<file path="src/rtl/sync_fifo_flex.sv">
// Single-clock FIFO with standard or FWFT read mode,
// occupancy count, threshold flags and sticky error flags.
module sync_fifo_flex #(
  parameter int DATA_WIDTH    = 8,
  parameter int FIFO_DEPTH    = 16,
  parameter int FWFT          = 0,
  parameter int AFULL_THRESH  = FIFO_DEPTH - 2,
  parameter int AEMPTY_THRESH = 2
) (
  input  logic                           clk,
  input  logic                           rst_n,
  input  logic                           flush,
  input  logic                           wr_en,
  input  logic [DATA_WIDTH-1:0]          wr_data,
  input  logic                           rd_en,
  output logic [DATA_WIDTH-1:0]          rd_data,
  output logic                           rd_valid,
  output logic                           full,
  output logic                           empty,
  output logic                           almost_full,
  output logic                           almost_empty,
  output logic [$clog2(FIFO_DEPTH):0]    count,
  output logic                           overflow,
  output logic                           underflow
);

  localparam int AW = $clog2(FIFO_DEPTH);
  localparam int CW = AW + 1;

  localparam logic [CW-1:0] ONE   = CW'(1);
  localparam logic [CW-1:0] DEPTH = CW'(FIFO_DEPTH);
  localparam logic [CW-1:0] AF_TH = CW'(AFULL_THRESH);
  localparam logic [CW-1:0] AE_TH = CW'(AEMPTY_THRESH);

  logic [DATA_WIDTH-1:0] mem [FIFO_DEPTH];

  logic [CW-1:0] wr_ptr;
  logic [CW-1:0] rd_ptr;
  logic [CW-1:0] count_q;
  logic [CW-1:0] count_nxt;
  logic          ovf_q;
  logic          unf_q;
  logic          wr_acc;
  logic          rd_acc;

  // Flags judged on the registered count only.
  assign full         = (count_q == DEPTH);
  assign empty        = (count_q == '0);
  assign almost_full  = (count_q >= AF_TH);
  assign almost_empty = (count_q <= AE_TH);
  assign count        = count_q;
  assign overflow     = ovf_q;
  assign underflow    = unf_q;

  assign wr_acc = wr_en & ~full & ~flush;
  assign rd_acc = rd_en & ~empty & ~flush;

  // Occupancy follows accepted traffic; both or neither holds it.
  always_comb begin
    count_nxt = count_q;
    unique case ({wr_acc, rd_acc})
      2'b10:   count_nxt = count_q + ONE;
      2'b01:   count_nxt = count_q - ONE;
      default: count_nxt = count_q;
    endcase
  end

  // Storage array, not cleared by reset.
  always_ff @(posedge clk) begin
    if (wr_acc) begin
      mem[wr_ptr[AW-1:0]] <= wr_data;
    end
  end

  // Pointers, count and sticky error flags.
  always_ff @(posedge clk or negedge rst_n) begin
    if (!rst_n) begin
      wr_ptr  <= '0;
      rd_ptr  <= '0;
      count_q <= '0;
      ovf_q   <= 1'b0;
      unf_q   <= 1'b0;
    end else if (flush) begin
      wr_ptr  <= '0;
      rd_ptr  <= '0;
      count_q <= '0;
      ovf_q   <= 1'b0;
      unf_q   <= 1'b0;
    end else begin
      if (wr_acc) wr_ptr <= wr_ptr + ONE;
      if (rd_acc) rd_ptr <= rd_ptr + ONE;
      count_q <= count_nxt;
      if (wr_en && full)  ovf_q <= 1'b1;
      if (rd_en && empty) unf_q <= 1'b1;
    end
  end

  if (FWFT != 0) begin : g_fwft
    // Head word is presented directly; rd_en pops it.
    assign rd_data  = mem[rd_ptr[AW-1:0]];
    assign rd_valid = ~empty;
  end else begin : g_std
    logic [DATA_WIDTH-1:0] rd_data_q;
    logic                  rd_valid_q;

    // Registered read: popped word appears one cycle later.
    always_ff @(posedge clk or negedge rst_n) begin
      if (!rst_n) begin
        rd_data_q  <= '0;
        rd_valid_q <= 1'b0;
      end else if (flush) begin
        rd_valid_q <= 1'b0;
      end else begin
        rd_valid_q <= rd_acc;
        if (rd_acc) rd_data_q <= mem[rd_ptr[AW-1:0]];
      end
    end

    assign rd_data  = rd_data_q;
    assign rd_valid = rd_valid_q;
  end

endmodule

</file>
<file path="config.mk">
export PLATFORM = sky130hd
export DESIGN_NAME = sync_fifo_flex
export DESIGN_NICKNAME = d
export VERILOG_FILES = /design/src/rtl/sync_fifo_flex.sv
export SDC_FILE = /design/constraint.sdc
export NUM_CORES = 1
export LEC_CHECK = 0
export ABC_AREA = 1
export CAP_MARGIN = 20
export CORE_ASPECT_RATIO = 0.6
export CORE_MARGIN = 2
export CORE_UTILIZATION = 54
export DETAILED_ROUTE_END_ITERATION = 10
export HOLD_SLACK_MARGIN = 0.05
export PLACE_DENSITY = 0.76
export SLEW_MARGIN = 20
export SYNTH_ARGS = -nofsm -noshare
export SYNTH_HDL_FRONTEND = slang
export SYNTH_SLANG_ARGS = --single-unit
</file>
<file path="constraint.sdc">
create_clock -name clk -period 1.68 [get_ports clk]
set_input_delay 0.252 -clock clk [delete_from_list [all_inputs] [get_ports clk]]
set_output_delay 0.252 -clock clk [all_outputs]
set_load 0.02 [all_outputs]
</file>
Word level (Yosys, flattened, before mapping)
Memories as Yosys holds them, arrays and structs flattened. A register that Yosys moved wholly into a read port is not among the register bits.
Index checks and enable logic that the tools add are counted.
- $add $sub $neg: 4
- $lt $le $gt $ge: 2
- equal/unequal tests: 3
- muxes and demuxes: 13
- bitwise logic cells: 7
- reduce and logical (&&, ||, !) cells: 10
- operators with widths (cell ; count):
    5-bit 2-to-1 mux ; 5
    5-bit by 1-bit adder with 5-bit output, second input constant ; 3
    5-bit case mux with 2 select lines ; 1
    2-bit nonzero test ; 4
    1-bit 2-to-1 mux ; 7
    5-bit == test, second input constant ; 1
    5-bit by 4-bit greater-or-equal comparator with 1-bit output, second input constant ; 1
    5-bit by 2-bit <= comparator with 1-bit output, second input constant ; 1
    5-bit logical NOT ; 1
    5-bit by 1-bit subtractor with 5-bit output, second input constant ; 1
    1-bit AND ; 4
    1-bit NOT ; 3
    3-bit nonzero test ; 1
    2-bit by 1-bit == test with 1-bit output, second input constant ; 1
    2-bit == test, second input constant ; 1
    1-bit logical AND ; 2
    2-bit AND reduction ; 1
    1-bit logical NOT ; 1
- bits in registers: 18
- RAM bits: 128
- output and inout bits: 20
- word-level logic and storage cells: 46
- memories kept: 1
- memories (memory ; depth ; bits a word ; read ports ; clocked after memory_dff ; write ports ; line ; source):
    mem ; 16 ; 8 ; 1 ; 1 ; 1 ; 35 ; logic [DATA_WIDTH-1:0] mem [FIFO_DEPTH];

Logic depth before layout (Yosys ltp)
Gate-level depths: netlist of the first run.
- word-level depth: 7
- gate-level depth with buffers: 15
- mapped depth without buffers: 15

Worst setup path after synthesis of the first run
Ideal clock, no wire load.
- path kind: register to output
- start: register count_q[0], in the netlist count[0]
- end: output port almost_empty
- arrival: 1.688 ns
- required time: 1.428 ns
- slack: -0.260 ns
- stages on the path, launching flop included: 2
- buffers on the path: 0
- cell sequence: dfrtp_1 a2111oi_0
- word-level cells in the longest chain between the ends: 1
- ends and longest elaborated chain (what ; line ; source):
    from (decl) ; 39 ; logic [CW-1:0] count_q;
    from (signal assigned) ; 92 ; count_q <= count_nxt;
    5-bit by 2-bit <= comparator with 1-bit output ; 50 ; assign almost_empty = (count_q <= AE_TH);
    to (decl) ; 21 ; output logic almost_empty,
Every way passes these cells.

Worst setup path after layout of the first run
- start: register count_q[3], in the netlist count[3]
- end: register count_q[2], in the netlist count[2]
- word-level cells in the longest chain between the ends: 7
- elaborated cells on any way between the ends: 13
- ends and longest elaborated chain (what ; line ; source):
    5-bit == test / 5-bit logical NOT (equally long branches) ; 47, 48 ;
    1-bit NOT, on equally long branches ; 55, 56 ;
    1-bit AND, on equally long branches (2 in a row) ; 55, 56 ;
    2-bit by 1-bit == test with 1-bit output / 2-bit == test (equally long branches) ; 61 ; unique case ({wr_acc, rd_acc})
    5-bit case mux with 2 select lines ; 61 ;
    5-bit 2-to-1 mux ; 83 ; end else if (flush) begin
Several ways; a longest one is shown, not always the timed one.
A chain may end at the register's enable or synchronous reset.

==> flow_summary_export.csv, run 1 <==
group,metric,value,unit
run_status,outcome,"finished, violations left",
run_status,violations,"negative setup slack",
sta,clock_skew,8.19,ps
power_and_ir_drop,p_total,13.5,mW
worst_setup_path,r2r_end,"count[2]",
worst_setup_path,r2r_slack,-150,ps
logic_synthesis,synth_common_cells,"128 x edfxtp_1, 87 x nor2_1, 76 x o21ai_0, 31 x nand2_1, 27 x nand3_1",
logic_synthesis,yosysTopAreaCellShare,0.610,
detailed_routing,viasPerCell,6.05,
worst_setup_path,required,1980,ps
power_and_ir_drop,combPwrFrac,0.387,
die,die_h,87.7,um
logic_synthesis,syn_inst,505,
cells_and_area,fillerInstances,711,
placed_design,place_ws,-265,ps
global_routing,grt_max_degree,59,
logic_synthesis,synth_most_common_cell,"edfxtp_1",
cells_and_area,syn2layout_area_growth,31.8,%
power_and_ir_drop,pwr-share-clk,0.277,
detailed_routing,vias,4723,
logic_synthesis,ys_types,33,
global_routing,grt_pass1_wl,25200,um
power_and_ir_drop,p_sw,4.63,mW
job,cap_violations,0,
global_routing,antenna_found_initial,0,
clock_network,path_clk_slew,60,ps
worst_setup_path,crit_type,"flop to flop",
cells_and_area,fin_util,0.732,
clock_network,cts_tree,"yes",
cells_and_area,multi_input_area,1940,um^2
cells_and_area,final_cells,781,
logic_synthesis,ys_warn_count,0,
detailed_routing,first_pass_iters,6,
cells_and_area,fin_nets,628,
detailed_routing,drt_wl_total,17800,um
clock_network,insertion_delay,420,ps
logic_synthesis,synth.avg_cell_area,12.5,um^2
worst_setup_path,r2r_cells,12,
global_routing,grt_pass1_vias,4409,
logic_synthesis,synth-main-ff-cell,"edfxtp_1",
die,rows,30,
die,initial_core_util,0.556,
clock_network,cts_hold_buf,0,
worst_setup_path,crit_fanout,4,
global_routing,grt_usage,0.280,
detailed_routing,drtAntennaViolNets,0,
placed_design,dp_hpwl,10300,um
worst_setup_path,r2r-start,"count[3]",
power_and_ir_drop,swShare,0.343,
die,core_region_area,11300,um^2
worst_setup_path,slowest_delay,430,ps
die,fp.dieW,143,um
cells_and_area,seq_area,4450,um^2
sta,setup_ws,-151,ps
clock_network,cts_buffers,17,
power_and_ir_drop,power.density,1630,nW/um^2
logic_synthesis,syn_area,6300,um^2
power_and_ir_drop,intPower,8.87,mW
sta,timing.fmax,0.546,GHz
placed_design,place_inst,733,
worst_setup_path,cp-end-kind,"flop",
worst_setup_path,cp_top_family,"simple AND/OR/NAND/NOR gates",
clock_network,clock_sinks,152,
worst_setup_path,critical_path_arrival,2130,ps
detailed_routing,wire_per_inst,22.7,um
worst_setup_path,worstSetupStartpointType,"flop",
worst_setup_path,crit_path_frequent_cell,"nor2_4",
sta,finalSetupTns,-1840,ps
logic_synthesis,ys_ff_latch,152,
clock_network,root_buffer,"clkbuf_16",
logic_synthesis,syn_nets,525,
sta,finalSetupViolCount,37,
clock_network,htreeDepth,4,
sta,drv_slew,0,
worst_setup_path,crit_chain,"nor2_4 -> nand3_4 -> nand2_4 -> nand2_2 -> nor2_4 -> nor2_4 -> ha_4 -> inv_2 -> nand2_4 -> buf_4 -> o21ai_1 -> o21ai_1",
placed_design,place.gp.congestion,0.835,
sta,min_period,1830,ps
logic_synthesis,synth_edf_count,128,
detailed_routing,first_iter_violations,597,
sta,max-slew-margin-rel,0.563,
power_and_ir_drop,leakagePower,3.04,nW
clock_network,cts_buffer_depth,2,
worst_setup_path,timing.critical_path.buf_inv,2,
cells_and_area,layout-drive-gt1-share,0.295,
sta,hold_violations,0,
hold_path,hold_path_class,"input port to async pin",
logic_synthesis,synth.yosys.seq_area_share,0.705,
die,dieArea,12600,um^2
logic_synthesis,synth_area_leader_cell,"edfxtp_1",
placed_design,io_buffers,32,
logic_synthesis,synth_area_leaders,"edfxtp_1 61%, dfrtp_1 9.5%, o21ai_0 6.0%",
worst_setup_path,crit_slowest_cell,"dfrtp_2",
detailed_routing,post-route-drc-count,0,
sta,post-route-period-util,1.09,
global_routing,overflow,0,
cells_and_area,antenna_cells,0,
power_and_ir_drop,vdd_drop_max,1.03,mV
logic_synthesis,async_flop_share,0.158,
die,num_io_pins,33,
sta,tightestPinTransition,654,ps
sta,rsz0062_at_grt,"yes",
power_and_ir_drop,pwr-share-seq,0.336,
## power by group through the flow
stage | clock network (mW) | registers (mW) | logic, mW
floorplan | 0 | 4.81 | 1.89
global placement | 0 | 4.58 | 3.87
detailed placement | 0 | 4.59 | 3.97
CTS | 3.76 | 4.52 | 4.15
global route | 3.96 | 4.55 | 5.51
finish | 3.74 | 4.53 | 5.23
## cells by family (layout without fill, tap and decap cells)
| group | Yosys count | in the layout | share of synthesized area |
|---|---|---|---|
| flip-flops | 152 | 152 | 0.705 |
| AND/OR/NAND/NOR | 162 | 162 | 0.116 |
| XOR/XNOR | 1 | 1 | 0.00139 |
| AO/OA/AOI/OAI | 135 | 135 | 0.131 |
| buffers and inverters | 48 | 164 | 0.0324 |
| adder cells (fa/ha/maj) | 7 | 7 | 0.0139 |
## sequential cells by signal, summed over array words and instances (netlist names)
| register | count |
|---|---|
| rd_data | 8 |
| mem | 128 |
| rd_valid | 1 |
| underflow | 1 |
| rd_ptr | 4 |
| count | 5 |
| wr_ptr | 4 |
| overflow | 1 |
## layout make-up
cell class,instances,share of cell area
well taps,160,0.0241
flip-flops and latches,152,0.536
repair buffers,111,0.127
inverters,21,0.0105
multi-input cells,305,0.233
clock buffers,23,0.0539
clock inverters,9,0.0151
## how the worst max path moves through the flow
stage	slack, ps	cells after the start	startpoint	end
after detailed placement	-270	14	flush	count[4]
after global placement	-220	13	rd_en	count[4]
final	-150	12	count[3]	count[2]
after floorplan	-120	15	count[2]	count[4]
after global routing	-250	15	count[0]	count[4]
after CTS	-130	15	count[0]	count[4]
## cell usage in the layout, fill, tap and decap left out, types with 7 or more instances in the layout
cell type,instances
edfxtp_1,128
nor2_1,78
nand3_1,22
buf_6,7
inv_1,11
nand2_2,7
o21ai_2,9
o21ai_1,18
nand2_1,26
o21a_1,8
clkbuf_16,20
buf_4,65
nor2_4,7
o221ai_2,7
dfrtp_1,18
o221ai_1,15
clkdlybuf4s50_1,18
o21ai_0,48
o211ai_1,10
## stage by stage
step                instance area [um^2]  hold slack, ps
global route                        8300             229
global placement                    7240             473
floorplan                           6320           -43.6
finish                              8300             204
CTS                                 7900             214
detailed placement                  7240             484
## worst reg2reg max path: stages, from the launching register on
cell and delay (ps):
dfrtp_2 430, nor2_4 180, nand3_4 120, nand2_4 110, nand2_2 90, nor2_4 130
nor2_4 60, ha_4 150, inv_2 60, nand2_4 60, buf_4 130, o21ai_1 120
o21ai_1 80
## repair_timing
action,4_1_cts,5_1_grt
gates resized for setup,44,87
endpoints found under the setup margin,61,141
cloned,0,4
pin swaps,7,19
hold endpoints to repair,0,0
buffers inserted,4,10
## layer usage
metal,global-route usage,vias to the layer above,share of wire
li1,-,2069,-
met1,0.415,2293,0.40
met2,0.409,332,0.46
met3,0.0880,29,0.12
met4,0.0677,0,0.014
met5,0,-,0
Note: power is estimated with default switching activity, not from simulation.
==> inputs of run 2 (changes only) <==
--- a/config.mk
+++ b/config.mk
@@ -10,6 +10,7 @@
 export CORE_ASPECT_RATIO = 0.6
 export CORE_MARGIN = 2
 export CORE_UTILIZATION = 54
+export CTS_CLUSTER_DIAMETER = 50
 export DETAILED_ROUTE_END_ITERATION = 10
 export HOLD_SLACK_MARGIN = 0.05
 export PLACE_DENSITY = 0.76
==> results of run 2 <==
Same layout as run 1: the final DEF is identical, and so are final timing and power.
==> inputs of run 3 (changes only) <==
--- a/config.mk
+++ b/config.mk
@@ -6,7 +6,7 @@
 export NUM_CORES = 1
 export LEC_CHECK = 0
 export ABC_AREA = 1
-export CAP_MARGIN = 20
+export CAP_MARGIN = 5
 export CORE_ASPECT_RATIO = 0.6
 export CORE_MARGIN = 2
 export CORE_UTILIZATION = 54
==> results of run 3 <==
Same layout as run 1: the final DEF is identical, and so are final timing and power.
